--- src/rtl/bfp16_pkg.sv ---
// rtl/bfp16_pkg.sv - shared BFP16 types, constants and divider FSM states
package bfp16_pkg;

  typedef struct packed {
    logic       sign;
    logic [7:0] exp;
    logic [6:0] frac;
  } bfp16_t;

  localparam int          BFP16_EXP_BIAS  = 127;
  localparam logic [15:0] BFP16_QNAN      = 16'h7FC0;
  localparam int          BFP16_DIV_ITERS = 10;

  typedef enum logic [1:0] {
    ST_IDLE = 2'd0,
    ST_DIV  = 2'd1,
    ST_NORM = 2'd2,
    ST_DONE = 2'd3
  } div_state_e;

endpackage

--- src/rtl/bfp16_classify.sv ---
// rtl/bfp16_classify.sv - per-operand NaN / infinity / zero detection
// Subnormals are treated as zero.
module bfp16_classify
  import bfp16_pkg::*;
(
  input  logic [15:0] x_i,
  output logic        is_nan_o,
  output logic        is_inf_o,
  output logic        is_zero_o
);

  bfp16_t v;
  assign v = x_i;

  assign is_nan_o  = (v.exp == 8'hFF) && (v.frac != 7'h0);
  assign is_inf_o  = (v.exp == 8'hFF) && (v.frac == 7'h0);
  assign is_zero_o = (v.exp == 8'h00);

endmodule

--- src/rtl/bfp16_div.sv ---
// rtl/bfp16_div.sv - sequential BFP16 restoring divider, one quotient bit per cycle
// Define BFP16_DIV_RNE_EN for round-to-nearest-even; default build truncates.
module bfp16_div
  import bfp16_pkg::*;
(
  input  logic        clk,
  input  logic        rst,
  input  logic [15:0] A,
  input  logic [15:0] B,
  input  logic        in_valid,
  output logic        in_ready,
  output logic [15:0] O,
  input  logic        out_ready,
  output logic        out_valid
);

  div_state_e        state_q, state_d;
  logic [3:0]        cnt_q, cnt_d;
  logic [9:0]        q_q, q_d;
  logic [8:0]        rem_q, rem_d;
  logic [7:0]        mb_q, mb_d;
  logic signed [9:0] e_q, e_d;
  logic              sign_q, sign_d;
  logic [15:0]       o_q, o_d;
  logic              out_valid_q, out_valid_d;

  logic a_nan, a_inf, a_zero, b_nan, b_inf, b_zero;

  bfp16_classify u_cls_a (.x_i(A), .is_nan_o(a_nan), .is_inf_o(a_inf), .is_zero_o(a_zero));
  bfp16_classify u_cls_b (.x_i(B), .is_nan_o(b_nan), .is_inf_o(b_inf), .is_zero_o(b_zero));

  bfp16_t a_f, b_f;
  assign a_f = A;
  assign b_f = B;

  logic        res_sign;
  logic        spec_hit;
  logic [15:0] spec_val;
  logic [9:0]  e_load;

  assign res_sign = a_f.sign ^ b_f.sign;
  assign e_load   = {2'b00, a_f.exp} - {2'b00, b_f.exp} + 10'(BFP16_EXP_BIAS);

  always_comb begin
    spec_hit = 1'b1;
    spec_val = 16'h0000;
    if (a_nan)                                spec_val = {a_f.sign, 8'hFF, a_f.frac};
    else if (b_nan)                           spec_val = {b_f.sign, 8'hFF, b_f.frac};
    else if ((a_inf && b_inf) || (a_zero && b_zero)) spec_val = BFP16_QNAN;
    else if (a_inf || b_zero)                 spec_val = {res_sign, 8'hFF, 7'h00};
    else if (a_zero || b_inf)                 spec_val = {res_sign, 8'h00, 7'h00};
    else                                      spec_hit = 1'b0;
  end

  // Restoring step: remainder stays below 2*mb, so 9 bits suffice.
  logic       rem_ge;
  logic [8:0] rem_sub;
  assign rem_ge  = (rem_q >= {1'b0, mb_q});
  assign rem_sub = rem_ge ? (rem_q - {1'b0, mb_q}) : rem_q;

  // Normalisation: the leading 1 sits at q[9] or q[8] since both mantissas are in [1,2).
  logic [6:0]        frac_n;
  logic signed [9:0] e_n;
  logic              round_up;
  logic [7:0]        frac_r;
  logic signed [9:0] e_f;
  logic [15:0]       norm_val;

  always_comb begin
    frac_n = q_q[9] ? q_q[8:2] : q_q[7:1];
    e_n    = q_q[9] ? e_q : (e_q - 10'sd1);
  end

`ifdef BFP16_DIV_RNE_EN
  logic guard, sticky, lsb;
  always_comb begin
    guard    = q_q[9] ? q_q[1] : q_q[0];
    sticky   = q_q[9] ? (q_q[0] | (rem_q != 9'd0)) : (rem_q != 9'd0);
    lsb      = frac_n[0];
    round_up = guard && (sticky || lsb);
  end
`else
  assign round_up = 1'b0;
`endif

  // A carry out of the fraction means the mantissa wrapped to 1.0 of the next binade.
  always_comb begin
    frac_r = {1'b0, frac_n} + {7'h00, round_up};
    e_f    = e_n + $signed({9'd0, frac_r[7]});
    if (e_f >= 10'sd255)     norm_val = {sign_q, 8'hFF, 7'h00};
    else if (e_f <= 10'sd0)  norm_val = {sign_q, 15'h0000};
    else                     norm_val = {sign_q, e_f[7:0], frac_r[6:0]};
  end

  assign in_ready  = (state_q == ST_IDLE) && !rst;
  assign out_valid = out_valid_q;
  assign O         = o_q;

  always_comb begin
    state_d     = state_q;
    cnt_d       = cnt_q;
    q_d         = q_q;
    rem_d       = rem_q;
    mb_d        = mb_q;
    e_d         = e_q;
    sign_d      = sign_q;
    o_d         = o_q;
    out_valid_d = 1'b0;
    case (state_q)
      ST_IDLE: begin
        if (in_valid) begin
          if (spec_hit) begin
            o_d     = spec_val;
            state_d = ST_DONE;
          end else begin
            mb_d    = {1'b1, b_f.frac};
            rem_d   = {2'b01, a_f.frac};
            q_d     = 10'd0;
            cnt_d   = 4'd0;
            e_d     = e_load;
            sign_d  = res_sign;
            state_d = ST_DIV;
          end
        end
      end
      ST_DIV: begin
        q_d   = {q_q[8:0], rem_ge};
        rem_d = {rem_sub[7:0], 1'b0};
        cnt_d = cnt_q + 4'd1;
        if (cnt_q == 4'(BFP16_DIV_ITERS - 1)) state_d = ST_NORM;
      end
      ST_NORM: begin
        o_d     = norm_val;
        state_d = ST_DONE;
      end
      ST_DONE: begin
        // out_valid trails DONE entry by one edge; the handoff needs it high.
        if (out_valid_q && out_ready) state_d = ST_IDLE;
        else                          out_valid_d = 1'b1;
      end
      default: state_d = ST_IDLE;
    endcase
  end

  always_ff @(posedge clk) begin
    if (rst) begin
      state_q     <= ST_IDLE;
      cnt_q       <= 4'd0;
      q_q         <= 10'd0;
      rem_q       <= 9'd0;
      mb_q        <= 8'd0;
      e_q         <= 10'sd0;
      sign_q      <= 1'b0;
      o_q         <= 16'h0000;
      out_valid_q <= 1'b0;
    end else begin
      state_q     <= state_d;
      cnt_q       <= cnt_d;
      q_q         <= q_d;
      rem_q       <= rem_d;
      mb_q        <= mb_d;
      e_q         <= e_d;
      sign_q      <= sign_d;
      o_q         <= o_d;
      out_valid_q <= out_valid_d;
    end
  end

endmodule

--- config.mk ---
export PLATFORM = sky130hd
export DESIGN_NAME = bfp16_div
export DESIGN_NICKNAME = d
export VERILOG_FILES = /design/src/rtl/bfp16_pkg.sv /design/src/rtl/bfp16_classify.sv /design/src/rtl/bfp16_div.sv
export SDC_FILE = /design/constraint.sdc
export NUM_CORES = 1
export LEC_CHECK = 0
export ABC_AREA = 1
export BUFFER_PORTS_ARGS = -buffer_cell sky130_fd_sc_hd__buf_2
export CAP_MARGIN = 20
export CORE_UTILIZATION = 40
export DETAILED_ROUTE_END_ITERATION = 12
export SYNTH_ARGS = -nofsm -noshare
export SYNTH_HDL_FRONTEND = slang
export SYNTH_SLANG_ARGS = --single-unit
--- constraint.sdc ---
create_clock -name clk -period 2.7 [get_ports clk]
set_clock_uncertainty 0.05 [all_clocks]
set_input_delay 0 -clock clk [delete_from_list [all_inputs] [get_ports clk]]
set_output_delay 0 -clock clk [all_outputs]
set_load 0.02 [all_outputs]
==> results.md, run 1 <==
* Syn_nets at 746
* Synthesized flop and latch total at 61
* Worst r2r path cells at 11
* Final Cycle Share at 0.7958
* Core Footprint at 10790 sq um
* Worst r2r dst: O[8]
* Clock Sinks at 61
* First drt pass iteration count at 5
* Final setup TNS at 0 ps
* Worst IR Drop VDD at 0.5019 mV
* Number of port buffers at 53
* Number of flops mapped to enable cells by yosys at 0
* Predominant post-synthesis flop cell: dfxtp_1
* Num CTS Buffers at 9
* Avg Cell Area, Syn at 6.476 sq um
* CTS root buffer: clkbuf_8
* 1st-iter DRT viols at 223
* Clk slew on worst S/H paths at 80 ps
* Pwr Density at 1021 nW/um^2
* Seq/Total Area, Yosys at 0.2761
* Routed wire length at 11.78 mm
* Post-CTS setup buffers at 0
* Via count at 4573
* RSZ-0062 raised after global routing: false
* Global Route Usage Sum at 0.2195
* Async S/R FF share, synth at 0
* Critical path peak fanout at 12
* Slew HR at 0.3224
* Max Fclk at 465.4 MHz
* Net count, final at 809
* WHS Endpoint: out_valid
* CP Data Arrival Time at 2360 ps
* Initial antenna violation count at 0
* Startpoint Class: register
* Later-pin clock latency in the skew report at 370 ps
* Largest net degree at the start of global routing at 35
* CTS H-tree lvls at 3
* Vias in the first global route at 4286
* Initial core utilization at 0.4098
* Worst EP required at 2910 ps
* # diodes at 0
* Placed Area at 4760 sq um
* Hold Crit Class: in2reg
* Largest area contributor in the netlist: dfxtp_1
* Post-synthesis cell area at 4423 sq um
* WL per Instance at 13.22 um
* HPWL after DPL at 8.690 mm
* Num rows at 38
* First-pass GRT wire length at 19.93 mm
* Ports at 54
* Top cells by area, synth: dfxtp_1 28%, nand2_1 12%, a21oi_1 8.9%
* Die ar. at 11480 sq um
* Final Hold Fails at 0
* Layout cells sized above 1 at 0.1451
* Via density at 5.132
* Grt ovf at 0
* Global placer's final weighted congestion at 0.8545
* Antenna-violating nets left at 0
* Final Max Tran Viols at 0
* Post_cts resized at 0
* Ys Warns at 0
* P_leak at 0.002408 uW
* Die Y-Extent at 107.2 um
* Area Growth Syn to Fin at 16.46%
* Status: complete, no violations
* Distinct cell type count after synthesis at 37
* Endpoint type of the worst setup path: register
* Post-Synthesis Cells at 683
* TritonCTS clock tree: built
* Min Tclk post-route at 2149 ps
* Origin of the worst min-delay path: rst
* FF-to-FF Start: q_q[9]
* Total of max-cap violations at 0
* Least-Margin Pin Slew at 1015 ps
* Setup CP Type: reg2reg
* Remaining routing DRC violations at 0
* Setup-failing EPs final at 0
* Finished Cell Area at 5151 sq um
* Hold depth at 2
* Die width at 107.2 um
* Yosys top cell area share at 0.2761
* Reg2Reg Setup Slack at 550 ps
* Cts-stage hold buffer count at 17
* Maximum clock insertion buffer count at 2
## layout by cell type, fill, tap and decap left out, types with 3 or more instances in the layout
cell type      Yosys  layout
o21ai_1           16      16
nand3b_1           6       6
xor2_1             7       7
nand3_1           68      68
or2_2              3       3
inv_2              5       5
o21ai_0           33      33
nand3_2           11      11
nor2_1            69      69
clkbuf_8           0       9
buf_4              3       7
dfxtp_1           61      61
a211oi_1           4       4
inv_1             80      80
nand2_1          144     144
nor2_2             6       6
buf_2              8      53
a21oi_1           79      79
ha_1              25      25
dlygate4sd3_1      0      17
xnor2_1            5       5
nand4_1           17      17
## sequential cells by signal, indices dropped and copies added, names as in the netlist
| signal | cells |
|---|---|
| out_valid | 1 |
| e_q | 10 |
| O | 16 |
| q_q | 10 |
| state_q | 2 |
| mb_q | 8 |
| rem_q | 9 |
| cnt_q | 4 |
| sign_q | 1 |
## worst max path at each step
stage | from | endpoint | slack (ps) | cells past startpoint
3_5_place_dp | q_q[9] | O[9] | 580 | 10
5_1_grt | q_q[9] | O[8] | 220 | 11
3_3_place_gp | q_q[9] | O[8] | 610 | 10
2_1_floorplan | rem_q[0] | rem_q[7] | 830 | 14
4_1_cts | q_q[9] | O[9] | 560 | 10
6_report | q_q[9] | O[8] | 550 | 11
## worst max-delay path, cell delays in order (launching register included)
cell and delay, ps:
dfxtp_1 570, inv_2 160, nand3_1 150, nor2_2 70
nand2_1 50, nand2_1 60, a21oi_1 190, nand3_1 350
nand3_1 200, nand2_1 60, nand2_1 60, a21oi_1 50
## Yosys cell counts, drive strengths merged, types with 3 or more instances
master    n
inv      85
dfxtp    61
ha       25
nand3b    6
nand4    18
clkbuf    6
nand2   148
o21ai    49
buf      19
or2       3
xnor2     5
a21oi    80
nand3    79
nor2     76
a211oi    4
xor2      7
## layout make-up
class                      instances  area (sq um)
multi-input combinational        511          2723
sequential                        61          1221
fill                            1122          5642
inverter                          86         322.8
clock inverter                     7         97.59
timing repair buffer              77         488.0
clock buffer                       9         123.9
tap                              140         175.2
## kinds of logic after synthesis
group	count (synthesis)	synth area share
adder cells (fa/ha/maj)	27	0.07977
XOR/XNOR	12	0.02376
buffers and inverters	111	0.1083
AND/OR/NAND/NOR	333	0.3485
AO/OA/AOI/OAI	139	0.1635
flip-flops	61	0.2761
## per-stage QoR
| step | total power (uW) | setup WS (ps) | hold WS [ps] | utilization | std cells |
|---|---|---|---|---|---|
| detailed placement | 4289 | 581.5 | 237.5 | 0.4410 | 858 |
| CTS | 5275 | 560.6 | 48.82 | 0.4773 | 891 |
| global route | 5770 | 222.1 | 91.93 | 0.4773 | 891 |
| floorplan | 3660 | 830.2 | 92.59 | - | 683 |
| finish | 5258 | 551.4 | 57.32 | 0.4773 | 891 |
| global placement | 4249 | 612.5 | 226.2 | 0.4410 | 858 |
## layer usage
layer / GRT usage / wire, um / vias up
met4: 0.08023 / 229 / 0
li1: - / - / 2376
met2: 0.3816 / 5708 / 84
met5: 0 / 0 / -
met3: 0.04073 / 443 / 21
met1: 0.2684 / 5395 / 2092
## report_power, final
| part | total, uW | internal, uW | switching, uW |
|---|---|---|---|
| clock | 946 | 522 | 424 |
| sequential | 1340 | 1160 | 174 |
| combinational | 2970 | 1010 | 1970 |
| total | 5260 | 2690 | 2570 |
Note: power is estimated with default switching activity, not from simulation.
==> run 2, diff against run 1 <==
- clock period: 2.7 -> 2.2 ns (I/O delays scaled with it)
==> run 2 against run 1 <==
Critical path depth increased by 4. Flip-flop and latch count unchanged. Largest cell class unchanged. Hold slack got worse by 29 ps. Register-to-register slack got worse by 340 ps. Cell area increased by 0.51%. Final cell count increased by 0.67%. Non-clock buffer count increased by 6. Routed wire length increased by 2.3%.
==> results.md, run 2 (synthesis gave the netlist of run 1 again) <==
* Status: complete, no violations
* Hold Crit Class: in2reg
* Routed wire length at 12.04 mm
* RSZ-0062 raised after global routing: true
* Die ar. at 11480 sq um
* Placed Area at 4805 sq um
* Setup CP Type: in2reg
* Reg2Reg Setup Slack at 210 ps
* Hold depth at 5
* Startpoint Class: input pin
* Later-pin clock latency in the skew report at 360 ps
* Via count at 4659
* Clock Sinks at 61
* TritonCTS clock tree: built
* Grt ovf at 0
* PnR worst setup slack at 167.2 ps
* Core Footprint at 10790 sq um
* Vias in the first global route at 4360
* Num rows at 38
* Worst EP required at 2400 ps
* Total of max-cap violations at 0
* Util after Layout at 0.4797
* Critical path peak fanout at 21
* CTS H-tree lvls at 3
* Slew HR at 0.7520
* Global placer's final weighted congestion at 0.8188
* Initial core utilization at 0.4098
* Setup WS pre-CTS at 110.8 ps
* Initial antenna violation count at 0
* Die Y-Extent at 107.2 um
* FF-to-FF Start: rem_q[0]
* Min Tclk post-route at 2033 ps
* Global Route Usage Sum at 0.2240
* Final Cycle Share at 0.9240
* Worst r2r dst: rem_q[7]
* Layout cells sized above 1 at 0.1532
* Number of port buffers at 53
* 1st-iter DRT viols at 245
* Origin of the worst min-delay path: B[15]
* Via density at 5.194
* WHS Endpoint: O[15]
* Final Max Tran Viols at 0
* WL per Instance at 13.42 um
* Worst r2r path cells at 14
* Largest register FFs at 16
* Setup-failing EPs final at 0
* Commonest non-fill, non-tap cell in the layout: nand2_1
* Net count, final at 815
* Remaining routing DRC violations at 0
* # diodes at 0
* Least-Margin Pin Slew at 369.3 ps
* Pwr Density at 1238 nW/um^2
* Commonest cells after routing, fill and taps aside: 144 x nand2_1, 80 x inv_1, 79 x a21oi_1, 68 x nor2_1, 67 x nand3_1
* Maximum clock insertion buffer count at 2
* HPWL after DPL at 9.049 mm
* First drt pass iteration count at 4
* Max Fclk at 491.9 MHz
* Num CTS Buffers at 9
* Total Power at 6409 uW
* Largest net degree at the start of global routing at 35
* Area Growth Syn to Fin at 17.06%
* Ports at 54
* Die width at 107.2 um
* Antenna-violating nets left at 0
* Final setup TNS at 0 ps
* CP Data Arrival Time at 2230 ps
* Final Hold Fails at 0
* Finished Cell Area at 5177 sq um
* Endpoint type of the worst setup path: register
* First-pass GRT wire length at 20.31 mm
* Worst IR Drop VDD at 0.6576 mV
* Clk slew on worst S/H paths at 70 ps
* P_leak at 0.002427 uW
* CTS root buffer: clkbuf_8
## run 2: metal layers
| layer | wire length, um | global-route usage |
|---|---|---|
| met1 | 5410 | 0.2747 |
| met4 | 276 | 0.08219 |
| met2 | 5874 | 0.3880 |
| met3 | 481 | 0.04195 |
| met5 | 0 | 0 |
## run 2: repair_timing
item | 4_1_cts | 5_1_grt
setup buffers | 0 | 0
setup endpoints to repair | 0 | 32
hold buffers | 17 | 0
gates resized for setup | 0 | 4
hold endpoints to repair | 16 | 0
## run 2: worst max-delay path by stage
| stage | end | start | cells past startpoint | slack (ps) |
|---|---|---|---|---|
| floorplan | rem_q[7] | rem_q[0] | 14 | 330 |
| global placement | O[7] | q_q[9] | 10 | 220 |
| detailed placement | O[9] | q_q[9] | 11 | 110 |
| CTS | cnt_q[2] | A[0] | 14 | 110 |
| global route | rem_q[4] | B[2] | 13 | -10 |
| finish | cnt_q[2] | B[2] | 15 | 170 |
## run 2: worst max-delay path, stage by stage
cell,delay [ps]
dlygate4sd3_1,540
buf_2,140
nor2_1,100
nand2_1,60
nor2_1,120
inv_1,60
nand2_2,90
inv_2,60
nor2_4,150
nand4_4,280
buf_4,320
nor2_2,130
nor2_1,60
nand2_1,80
nor2_1,30
## run 2: power by group
| part | total, uW | leakage [uW] | switching [uW] | internal [uW] |
|---|---|---|---|---|
| clock | 1020 | 0.0000964 | 467 | 551 |
| sequential | 1650 | 0.000500 | 218 | 1430 |
| combinational | 3740 | 0.00183 | 2450 | 1300 |
| total | 6410 | 0.00243 | 3130 | 3280 |
## run 2: area by class of cell
type,count,area (sq um)
clock buffers,12,145.1
clock inverters,4,47.55
fillers,1131,5615
inverters,86,324.1
multi-input cells,511,2730
flip-flops and latches,61,1222
well taps,140,175.2
repair buffers,83,533.0
## run 2: metrics by stage
step,hold slack (ps),cells
5_1_grt,57.09,897
3_5_place_dp,239.3,864
6_report,28.66,897
4_1_cts,20.67,897
2_1_floorplan,92.59,683
3_3_place_gp,227.4,864
==> run 3, diff against run 2 <==
- RECOVER_POWER: default -> 100
==> run 3 against run 2 <==
Via count shrank 0.11%. Critical path depth stayed put. Largest power group unchanged. Flip-flop and latch count did not move. Die area is the same. Routed wire length is essentially flat. Cell area decreased by 0.44%. Global-route usage is the same. Sequential share of layout area increased by 0.10 points. Total power down 0.48%. Clock-buffer cell count did not move.
==> results.md, run 3 (synthesis gave the netlist of run 1 again) <==
* HPWL after DPL at 9.049 mm
* Global Route Usage Sum at 0.2240
* Final Cycle Share at 0.9229
* Initial antenna violation count at 0
* Die ar. at 11480 sq um
* Net count, final at 815
* Slew HR at 0.7520
* Setup WS pre-CTS at 110.8 ps
* Clock Sinks at 61
* Later-pin clock latency in the skew report at 360 ps
* Vias in the first global route at 4360
* FF-to-FF Start: rem_q[0]
* Least-Margin Pin Slew at 369.3 ps
* Min Tclk post-route at 2030 ps
* Remaining routing DRC violations at 0
* CTS H-tree lvls at 3
* Num CTS Buffers at 9
* 1st-iter DRT viols at 255
* Total of max-cap violations at 0
* Worst EP required at 2400 ps
* Layout cells sized above 1 at 0.1295
* TritonCTS clock tree: built
* Crit-path cells: dlygate4sd3_1 > buf_2 > nor2_1 > nand2_1 > nor2_1 > inv_1 > nand2_2 > inv_2 > nor2_4 > nand4_4 > buf_4 > nor2_2 > nor2_1 > nand2_1 > nor2_1
* Fillers at 1139
* Via count at 4654
* Total Power at 6378 uW
* Setup CP Type: in2reg
* Finished Cell Area at 5155 sq um
* Final Max Tran Viols at 0
* Largest net degree at the start of global routing at 35
* First-pass GRT wire length at 20.31 mm
* P_leak at 0.002355 uW
* Placed Area at 4805 sq um
* Setup-failing EPs final at 0
* CP max stage cell: dlygate4sd3_1
* RSZ-0062 raised after global routing: true
* Status: complete, no violations
* Antenna-violating nets left at 0
* Area Growth Syn to Fin at 16.55%
* Hold Crit Class: in2reg
* Critical path origin: B[2]
* Max Fclk at 492.5 MHz
* Commonest cells after routing, fill and taps aside: 144 x nand2_1, 80 x inv_1, 79 x a21oi_1, 68 x nor2_1, 67 x nand3_1
* Die Y-Extent at 107.2 um
* Clk slew on worst S/H paths at 70 ps
* Routed wire length at 12.04 mm
* First drt pass iteration count at 5
* Util after Layout at 0.4776
* Core Footprint at 10790 sq um
* Via density at 5.188
* Startpoint Class: input pin
* Global placer's final weighted congestion at 0.8188
* WL per Instance at 13.42 um
* Number of port buffers at 53
* # diodes at 0
* Ports at 54
* CP max stage delay at 540 ps
* Final Hold Fails at 0
* Commonest non-fill, non-tap cell in the layout: nand2_1
* CP Data Arrival Time at 2230 ps
* Origin of the worst min-delay path: B[15]
* PnR worst setup slack at 169.7 ps
* Maximum clock insertion buffer count at 2
* Initial core utilization at 0.4098
* Num rows at 38
* Die width at 107.2 um
* Largest register FFs at 16
* CTS root buffer: clkbuf_8
* Worst IR Drop VDD at 0.6649 mV
* Cell mode on critical path: nor2_1
* Post-CTS setup buffers at 0
* Grt ovf at 0
* Pwr Density at 1237 nW/um^2
* Critical path peak fanout at 21
* Endpoint type of the worst setup path: register
-- run 3: worst max-delay path, delay by kind of cell --
family	cells	cell delay [ps]
buf+inv	5	1120
simple gates	10	1100
-- run 3: cell type report --
cell class	instances	area, sq um	share of cell area
multi-input combinational	511	2730	0.5296
timing repair buffer	83	510.5	0.09903
inverter	86	324.1	0.06286
clock inverter	4	47.55	0.009223
tap	140	175.2	0.03398
clock buffer	12	145.1	0.02816
sequential	61	1222	0.2371
-- run 3: through the flow --
| step | setup TNS (ps) | hold slack [ps] | cells |
|---|---|---|---|
| after global placement | 0 | 227.4 | 864 |
| after detailed placement | 0 | 239.3 | 864 |
| final | 0 | 29.18 | 897 |
| after floorplan | 0 | 92.59 | 683 |
| after global routing | -10.95 | 57.09 | 897 |
| after CTS | 0 | 20.67 | 897 |
-- run 3: path summary, 6_finish.rpt --
check             slack (ps)  cells after the start  endpoint
setup reg to reg         210                     14  rem_q[7]
hold reg to reg          410                      2   mb_q[3]
setup / recovery         170                     15  cnt_q[2]
hold / removal            30                      5     O[15]
-- run 3: repair_timing --
item,in CTS,in global routing
hold endpoints to repair,16,0
hold buffers,17,0
setup endpoints to repair,0,32
resized for setup,0,4
-- run 3: per-layer routing --
metal | wire length, um | up-vias | GRT usage
li1 | - | 2379 | -
met1 | 5386 | 2147 | 0.2747
met2 | 5898 | 106 | 0.3880
met3 | 497 | 22 | 0.04195
met4 | 254 | 0 | 0.08219
met5 | 0 | - | 0
-- run 3: power breakdown --
part	switching [uW]	leakage [uW]	internal [uW]	total, uW
Combinational	2450	0.00176	1260	3710
Sequential	223	0.000500	1430	1650
Clock	468	0.0000964	551	1020
